## config.mk

```make
export PLATFORM = sky130hd
export DESIGN_NAME = trap_sequencer
export DESIGN_NICKNAME = d
export VERILOG_FILES = /design/src/rtl/trap_sequencer.sv
export SDC_FILE = /design/constraint.sdc
export NUM_CORES = 1
export LEC_CHECK = 0
export BUFFER_PORTS_ARGS = -buffer_cell sky130_fd_sc_hd__buf_2
export CORE_AREA = 2 2 180 182
export CTS_CLUSTER_DIAMETER = 120
export CTS_CLUSTER_SIZE = 8
export DETAILED_ROUTE_END_ITERATION = 8
export DIE_AREA = 0 0 182 184
export REMOVE_ABC_BUFFERS = 1
export SLEW_MARGIN = 20
export SYNTH_ARGS = -nofsm -noshare
export SYNTH_HDL_FRONTEND = slang
export SYNTH_SLANG_ARGS = --single-unit
export TNS_END_PERCENT = 1
```

## constraint.sdc

```tcl
create_clock -name clk -period 3.7 [get_ports clk]
set_input_delay 0.555 -clock clk [delete_from_list [all_inputs] [get_ports clk]]
set_output_delay 0.555 -clock clk [all_outputs]
set_load 0.01 [all_outputs]
```

## src/rtl/trap_sequencer.sv

```systemverilog
// ---------------------------------------------------------------------------
// trap_sequencer
//
// Machine-mode trap controller for an in-order single-issue core. It sits
// between the commit stage and the CSR file. It runs these steps in order:
//   1. Capture a synchronous exception, gated interrupt or mret at commit.
//   2. Wait for outstanding memory traffic to drain.
//   3. Pulse the CSR file's exception or mret strobe for one cycle.
//   4. Hand the new fetch PC to the front end with a valid/ready handshake.
//
// Ports
//   clk, rst                core clock, asynchronous active-low reset
//   commit_*                committing instruction: valid, ready, pc, npc
//   illegal_i/ebreak_i/ecall_i/mret_i
//                           event flags of the committing instruction
//   eirp_i, tirp_i          external / timer interrupt (already gated)
//   lsu_busy_i              memory unit still has a transaction in flight
//   csr_mtvec_i, csr_mepc_i current trap vector and exception PC
//   csr_exception_o         one-cycle strobe with mepc/mcause hardware data
//   csr_mret_o              one-cycle strobe for the mstatus restore
//   csr_mepc_hwdata_o       mepc value sent with the exception strobe
//   csr_mcause_hwdata_o     mcause value sent with the exception strobe
//   flush_o                 kill younger in-flight instructions
//   redirect_valid_o/_ready_i/_pc_o
//                           handshake that sends the new fetch PC
// ---------------------------------------------------------------------------
module trap_sequencer #(
  parameter int DATA_WIDTH  = 64,
  parameter bit VECTORED_EN = 1'b1
) (
  input  logic                  clk,
  input  logic                  rst,
  input  logic                  commit_valid_i,
  output logic                  commit_ready_o,
  input  logic [DATA_WIDTH-1:0] commit_pc_i,
  input  logic [DATA_WIDTH-1:0] commit_npc_i,
  input  logic                  illegal_i,
  input  logic                  ebreak_i,
  input  logic                  ecall_i,
  input  logic                  mret_i,
  input  logic                  eirp_i,
  input  logic                  tirp_i,
  input  logic                  lsu_busy_i,
  input  logic [DATA_WIDTH-1:0] csr_mtvec_i,
  input  logic [DATA_WIDTH-1:0] csr_mepc_i,
  output logic                  csr_exception_o,
  output logic                  csr_mret_o,
  output logic [DATA_WIDTH-1:0] csr_mepc_hwdata_o,
  output logic [DATA_WIDTH-1:0] csr_mcause_hwdata_o,
  output logic                  flush_o,
  output logic                  redirect_valid_o,
  input  logic                  redirect_ready_i,
  output logic [DATA_WIDTH-1:0] redirect_pc_o
);

  localparam int DW = DATA_WIDTH;

  localparam logic [DW-1:0] IRQ_BIT       = {1'b1, {(DW-1){1'b0}}};
  localparam logic [DW-1:0] CAUSE_ILLEGAL = DW'(2);
  localparam logic [DW-1:0] CAUSE_EBREAK  = DW'(3);
  localparam logic [DW-1:0] CAUSE_ECALL   = DW'(11);
  localparam logic [DW-1:0] CAUSE_MEI     = IRQ_BIT | DW'(11);
  localparam logic [DW-1:0] CAUSE_MTI     = IRQ_BIT | DW'(7);

  typedef enum logic [1:0] {
    S_IDLE,
    S_DRAIN,
    S_COMMIT,
    S_REDIRECT
  } state_e;

  typedef enum logic [1:0] {
    K_NONE,
    K_EXC,
    K_IRQ,
    K_MRET
  } kind_e;

  state_e          state_q, state_d;
  kind_e           kind_q, kind_d;
  logic [DW-1:0]   cause_q, cause_d;
  logic [DW-1:0]   epc_q, epc_d;
  logic [DW-1:0]   redirect_pc_q, redirect_pc_d;
  logic            flush_q, flush_d;

  logic [DW-1:0]   trap_base;
  logic [DW-1:0]   vector_offset;
  logic [DW-1:0]   target_pc;

  always_ff @(posedge clk or negedge rst) begin
    if (!rst) begin
      state_q       <= S_IDLE;
      kind_q        <= K_NONE;
      cause_q       <= '0;
      epc_q         <= '0;
      redirect_pc_q <= '0;
      flush_q       <= 1'b0;
    end else begin
      state_q       <= state_d;
      kind_q        <= kind_d;
      cause_q       <= cause_d;
      epc_q         <= epc_d;
      redirect_pc_q <= redirect_pc_d;
      flush_q       <= flush_d;
    end
  end

  // In vectored mode the vector offset is 4*cause with the interrupt bit
  // dropped. That equals the low cause bits shifted left by two and
  // truncated to DW bits, so the add wraps modulo 2^DW.
  always_comb begin
    trap_base     = {csr_mtvec_i[DW-1:2], 2'b00};
    vector_offset = {cause_q[DW-3:0], 2'b00};
    if (kind_q == K_MRET) begin
      target_pc = csr_mepc_i;
    end else if (VECTORED_EN && (kind_q == K_IRQ) && (csr_mtvec_i[1:0] == 2'b01)) begin
      target_pc = trap_base + vector_offset;
    end else begin
      target_pc = trap_base;
    end
  end

  // Synchronous exceptions beat mret, and mret beats interrupts. An
  // interrupt that is pending on an mret commit therefore waits for a
  // later commit. Interrupts are only looked at while a commit is present.
  always_comb begin
    state_d       = state_q;
    kind_d        = kind_q;
    cause_d       = cause_q;
    epc_d         = epc_q;
    redirect_pc_d = redirect_pc_q;

    unique case (state_q)
      S_IDLE: begin
        if (commit_valid_i) begin
          if (illegal_i || ebreak_i || ecall_i) begin
            kind_d  = K_EXC;
            epc_d   = commit_pc_i;
            state_d = S_DRAIN;
            if (illegal_i) begin
              cause_d = CAUSE_ILLEGAL;
            end else if (ebreak_i) begin
              cause_d = CAUSE_EBREAK;
            end else begin
              cause_d = CAUSE_ECALL;
            end
          end else if (mret_i) begin
            kind_d  = K_MRET;
            cause_d = '0;
            epc_d   = '0;
            state_d = S_DRAIN;
          end else if (eirp_i || tirp_i) begin
            kind_d  = K_IRQ;
            epc_d   = commit_npc_i;
            cause_d = eirp_i ? CAUSE_MEI : CAUSE_MTI;
            state_d = S_DRAIN;
          end
        end
      end
      S_DRAIN: begin
        if (!lsu_busy_i) begin
          state_d = S_COMMIT;
        end
      end
      S_COMMIT: begin
        // The redirect target is frozen here, so later changes to mtvec
        // or mepc cannot disturb a pending redirect.
        redirect_pc_d = target_pc;
        state_d       = S_REDIRECT;
      end
      S_REDIRECT: begin
        if (redirect_ready_i) begin
          state_d = S_IDLE;
        end
      end
      default: begin
        state_d = S_IDLE;
      end
    endcase

    flush_d = (state_d != S_IDLE);
  end

  always_comb begin
    commit_ready_o      = (state_q == S_IDLE);
    flush_o             = flush_q;
    csr_exception_o     = 1'b0;
    csr_mret_o          = 1'b0;
    csr_mepc_hwdata_o   = '0;
    csr_mcause_hwdata_o = '0;
    redirect_valid_o    = 1'b0;
    redirect_pc_o       = '0;

    if (state_q == S_COMMIT) begin
      if (kind_q == K_MRET) begin
        csr_mret_o = 1'b1;
      end else begin
        csr_exception_o     = 1'b1;
        csr_mepc_hwdata_o   = epc_q;
        csr_mcause_hwdata_o = cause_q;
      end
    end

    if (state_q == S_REDIRECT) begin
      redirect_valid_o = 1'b1;
      redirect_pc_o    = redirect_pc_q;
    end
  end

endmodule

```

# Word-level counts from Yosys, hierarchy flattened
# Index checks and enable logic that the tools add are counted.
[classes]
add_sub_neg = 1
eq_ne = 6
muxes = 31
n_reduce_logical = 8
[ops]
columns = ["op", "n"]
rows = [
  ["2-to-1 mux 64 bit", 13],
  ["adder 64 bit", 1],
  ["2-to-1 mux 2 bit", 9],
  ["2-to-1 mux 4 bit", 3],
  ["== test 2 bit, second input constant", 4],
  ["case mux 2 bit (4 select lines)", 1],
  ["2-to-1 mux 1 bit", 5],
  ["== test 2 x 1 -> 1 bit, second input constant", 2],
  ["logical OR 1 bit", 3],
  ["AND reduction 3 bit", 1],
  ["nonzero test 3 bit", 1],
  ["logical NOT 2 bit", 1],
  ["nonzero test 2 bit", 1],
  ["logical AND 1 bit", 1],
]
[totals]
regBits = 197
in_bits = 267
out_inout_bits = 197
word_cells = 52

# Logic depth before layout (Yosys ltp)
[depth]
word_depth = 7
mapped_depth = 9
ltp_nobuf = 8

# Worst setup path after synthesis
# No wires, ideal clock.
[synth_path]
path_type = "input to register"
from = "input ebreak_i"
to = "register flush_q (netlist: flush_o)"
setup_ns = 0.136
arrival_ns = 2.079
t_required_ns = 3.564
setup_slack_ns = 1.485
path_stages = 7
path_buffers = 3
cell_sequence = "or3_1 -> clkbuf_1 -> or4_1 -> nand3_1 -> buf_2 -> buf_2 -> o21ai_0"
[synth_between]
elab_chain_len = 6
[synth_rtl]
columns = ["element", "line", "rtl"]
rows = [
  ["start: declaration", "38", "input logic ebreak_i,"],
  ["logical OR 1 bit (2 in series)", "136", "if (illegal_i || ebreak_i || ecall_i) begin"],
  ["2-to-1 mux 2 bit", "136", ""],
  ["2-to-1 mux 2 bit", "135", "if (commit_valid_i) begin"],
  ["case mux 2 bit (4 select lines)", "133", "unique case (state_q)"],
  ["nonzero test 2 bit", "181", "flush_d = (state_d != S_IDLE);"],
  ["via flush_d", "84", "logic flush_q, flush_d;"],
  ["end signal: assignment", "104", "flush_q <= flush_d;"],
  ["end: declaration", "84", ""],
]
# The timed path passes the listed nets, and every way through them passes these cells.
# A chain may end at the register's enable or synchronous reset.

# Final worst setup path
[layout_path]
from = "register state_q[0]"
to = "output csr_mepc_hwdata_o[4]"
[layout_between]
elab_chain_len = 2
[layout_rtl]
columns = ["element", "line", "rtl"]
rows = [
  ["start: declaration", "79", "state_e state_q, state_d;"],
  ["start signal: assignment", "99", "state_q <= state_d;"],
  ["== test 2 bit", "194", "if (state_q == S_COMMIT) begin"],
  ["2-to-1 mux 64 bit", "194", ""],
  ["end: declaration", "48", "output logic [DATA_WIDTH-1:0] csr_mepc_hwdata_o,"],
]
# No other way between the ends.

==> flow_metrics.py <==
metrics = {
    "run_status": {
        "status": "completed",
    },
    "floorplanning": {
        "ios": 464,
        "dieHeight_um": 184,
        "core_um2": 31400,
        "die_w_um": 182,
        "num_rows": 65,
        "start_util_pct": 28.5,
        "dieArea_um2": 33500,
    },
    "synthesis": {
        "ys.flop_type": "dfrtp_1",
        "async_flop_share_pct": 100,
        "yosysSeqAreaShare_pct": 38.6,
        "synth_edf_count": 0,
        "synth.avg_cell_area_um2": 8.16,
        "yosysWarnings": 0,
        "synth-simple-area-share_pct": 27.5,
        "synth_xor_xnor_area_share_pct": 4.99,
        "syn_area_um2": 8950,
        "yosys-mux-area-fraction_pct": 0,
        "synth_compound_area_share_pct": 18.4,
        "synthCells": 1097,
        "synth_seq_cells": 138,
        "synth_cell_type_count": 52,
        "synth_top_family_by_area": "simple AND/OR/NAND/NOR gates",
        "synth-adder-area-share_pct": 0.783,
    },
    "final_layout": {
        "layout_commonest_cell": "buf_2",
        "most-common-layout-cells": "buf_2 (403), and3_1 (207), o21ai_0 (140)",
        "area_growth_pct": 30.7,
        "fillers": 3335,
        "stdcell_count": 1856,
        "stdcell_area_um2": 11700,
        "finalNetCount": 1710,
        "post-route-util_pct": 37.3,
        "drive_gt1_share_pct": 32.5,
    },
    "timing": {
        "max_freq_ghz": 0.348,
        "rsz0062_at_grt": "no",
        "hold_viol_final": 0,
        "timing.final.crit_share_pct": 77.7,
        "final.min_clock_period_ps": 2880,
        "slew_headroom_pct": 30.6,
        "slew_violations": 0,
        "finalSetupViolations": 0,
        "worst_pin_slew_ps": 1040,
        "clock_skew_ps": 10.6,
    },
    "worst_setup_path": {
        "crit_path_end_kind": "primary output",
        "r2r_end": "redirect_pc_q[35]",
        "critPathArrivalTime_ps": 2320,
        "rrSetupSlack_ps": 1100,
        "crit_required_ps": 3140,
        "path_class": "register to primary output",
        "rr_worst_depth": 7,
        "timing.rr.start": "cause_q[2]",
        "cp-start-kind": "register",
        "critPathMaxFanout": 77,
    },
    "route": {
        "postRouteAntennaNets": 0,
        "wl_met1_um": 13900,
        "wirelength_um": 32900,
        "dr.pass1.iters": 5,
        "drcViolationCount": 0,
        "wl_met3_um": 2160,
        "vias_per_cell": 4.98,
        "top_layer": "met5",
        "drt_iter0_drc": 520,
        "vias": 9235,
        "wl_met2_um": 16300,
        "wl_per_cell_um": 17.7,
    },
    "grt": {
        "grt_max_degree": 98,
        "grt_pass1_wl_um": 50900,
        "grt_pass1_vias": 8961,
        "track_usage_pct": 19.3,
        "overflow": 0,
        "antenna_found_initial": 4,
    },
    "clocking": {
        "insertion_delay_ps": 420,
        "htree_levels": 4,
        "path_clk_slew_ps": 70,
        "cts_tree": "built",
        "cts_made_buffers": 17,
        "cts_root_buffer": "clkbuf_16",
        "clockBufferDepth": 2,
        "cts-resized-gates": 0,
        "post_cts_buffers": 0,
        "cts_num_sinks": 138,
        "hold_buffers": 0,
    },
    "power": {
        "switchingPower_w": 0.00318,
        "power.density_nw_per_um2": 669,
        "fin_total_pwr_w": 0.00783,
        "vdd_ir_drop_max_mv": 0.282,
        "clkPwrFrac_pct": 24.1,
        "swShare_pct": 40.6,
        "p_int_w": 0.00465,
        "pwr-share-comb_pct": 42.4,
        "pwr-share-seq_pct": 33.4,
        "leakage_nw": 6.39,
    },
    "place": {
        "numPortBuffers": 404,
        "dp.cells": 1821,
        "placed_area_um2": 11100,
        "dp_hpwl_um": 24000,
        "place_congestion": 0.829,
    },
    "worst_hold_path": {
        "hold_class": "primary input to async pin",
    },
    "job": {
        "maxCapViolations": 0,
    },
}
[worst max-delay path by stage]
| stage | startpoint | slack (ps) | end |
|---|---|---|---|
| detailed placement | csr_mtvec_i[4] | 840 | redirect_pc_q[35] |
| global route | state_q[0] | 640 | csr_mepc_hwdata_o[4] |
| floorplan | state_q[1] | -1450 | csr_exception_o |
| global placement | csr_mtvec_i[4] | 870 | redirect_pc_q[35] |
| CTS | state_q[0] | 760 | csr_mepc_hwdata_o[4] |
| finish | state_q[0] | 820 | csr_mepc_hwdata_o[4] |
[power by group through the flow]
stage / combinational (W) / sequential, W / clock, W
6_report: 0.00332 / 0.00262 / 0.00189
5_1_grt: 0.00374 / 0.00271 / 0.00200
4_1_cts: 0.00337 / 0.00261 / 0.00195
3_5_place_dp: 0.00337 / 0.00264 / 0
3_3_place_gp: 0.00332 / 0.00261 / 0
2_1_floorplan: 0.00190 / 0.00256 / 0
[registers in the layout, indices dropped and copies added (netlist names)]
| signal | flops |
|---|---|
| cause_q | 5 |
| epc_q | 64 |
| flush_o | 1 |
| kind_q | 2 |
| redirect_pc_q | 64 |
| state_q | 2 |
[cell usage after synthesis, types with 3 or more instances]
master,count,share of area [%]
buf_2,10,0.56
a211oi_1,3,0.25
o21ai_0,140,7.8
xnor2_1,32,3.1
nor4_1,8,0.56
buf_6,3,0.38
inv_1,7,0.29
clkbuf_1,83,3.5
nor3_1,15,0.84
and4_1,7,0.68
and3_1,207,14
a31oi_1,5,0.35
a22oi_1,37,3.1
a21o_1,7,0.59
and2_1,6,0.42
or3_1,8,0.56
a21oi_1,79,4.4
nand2_1,116,4.9
nand3_1,22,1.2
nand4_1,15,1.0
buf_4,59,4.9
nor2_1,26,1.1
o21ai_1,10,0.56
ha_1,4,0.56
xor2_1,19,1.9
dfrtp_1,138,39
[per-stage QoR]
| stage | setup WS, ps | setup TNS, ps | hold WS, ps |
|---|---|---|---|
| after floorplan | -1450 | -139540 | 259 |
| after global placement | 865 | 0 | 453 |
| after detailed placement | 836 | 0 | 461 |
| after CTS | 759 | 0 | 233 |
| after global routing | 643 | 0 | 263 |
| final | 824 | 0 | 185 |
[per-layer routing]
layer | up-vias | track usage [%]
met5 | - | 0
met4 | 2 | 4.90
met3 | 22 | 3.43
met2 | 383 | 33.7
met1 | 4352 | 24.7
li1 | 4476 | -
[area by class of cell]
class                           instances  area [um2]  area share (%)
Sequential cell                       138        3460            29.5
Tap cell                              402         503            4.30
Multi-Input combinational cell        855        4900            41.8
Antenna cell                            3        7.51          0.0641
Timing Repair Buffer                  419        2180            18.6
Clock buffer                           19         443            3.78
Inverter                                7        26.3           0.224
Clock inverter                         13         194            1.66
[worst max-delay path: stages, from the launching register on]
cell     delay [ps]
dfrtp_2         620
nor2b_4         450
buf_12          300
and3_1          280
buf_2           150
[kinds of logic (layout without fill, tap and decap cells)]
logic type / Yosys count / after routing
AND/OR/NAND/NOR: 445 / 445
adder cells (fa/ha/maj): 5 / 5
buffers and inverters: 162 / 458
other: 1 / 62
XOR/XNOR: 51 / 51
flip-flops: 138 / 138
AO/OA/AOI/OAI: 295 / 295
(Power assumes the default switching activity.)
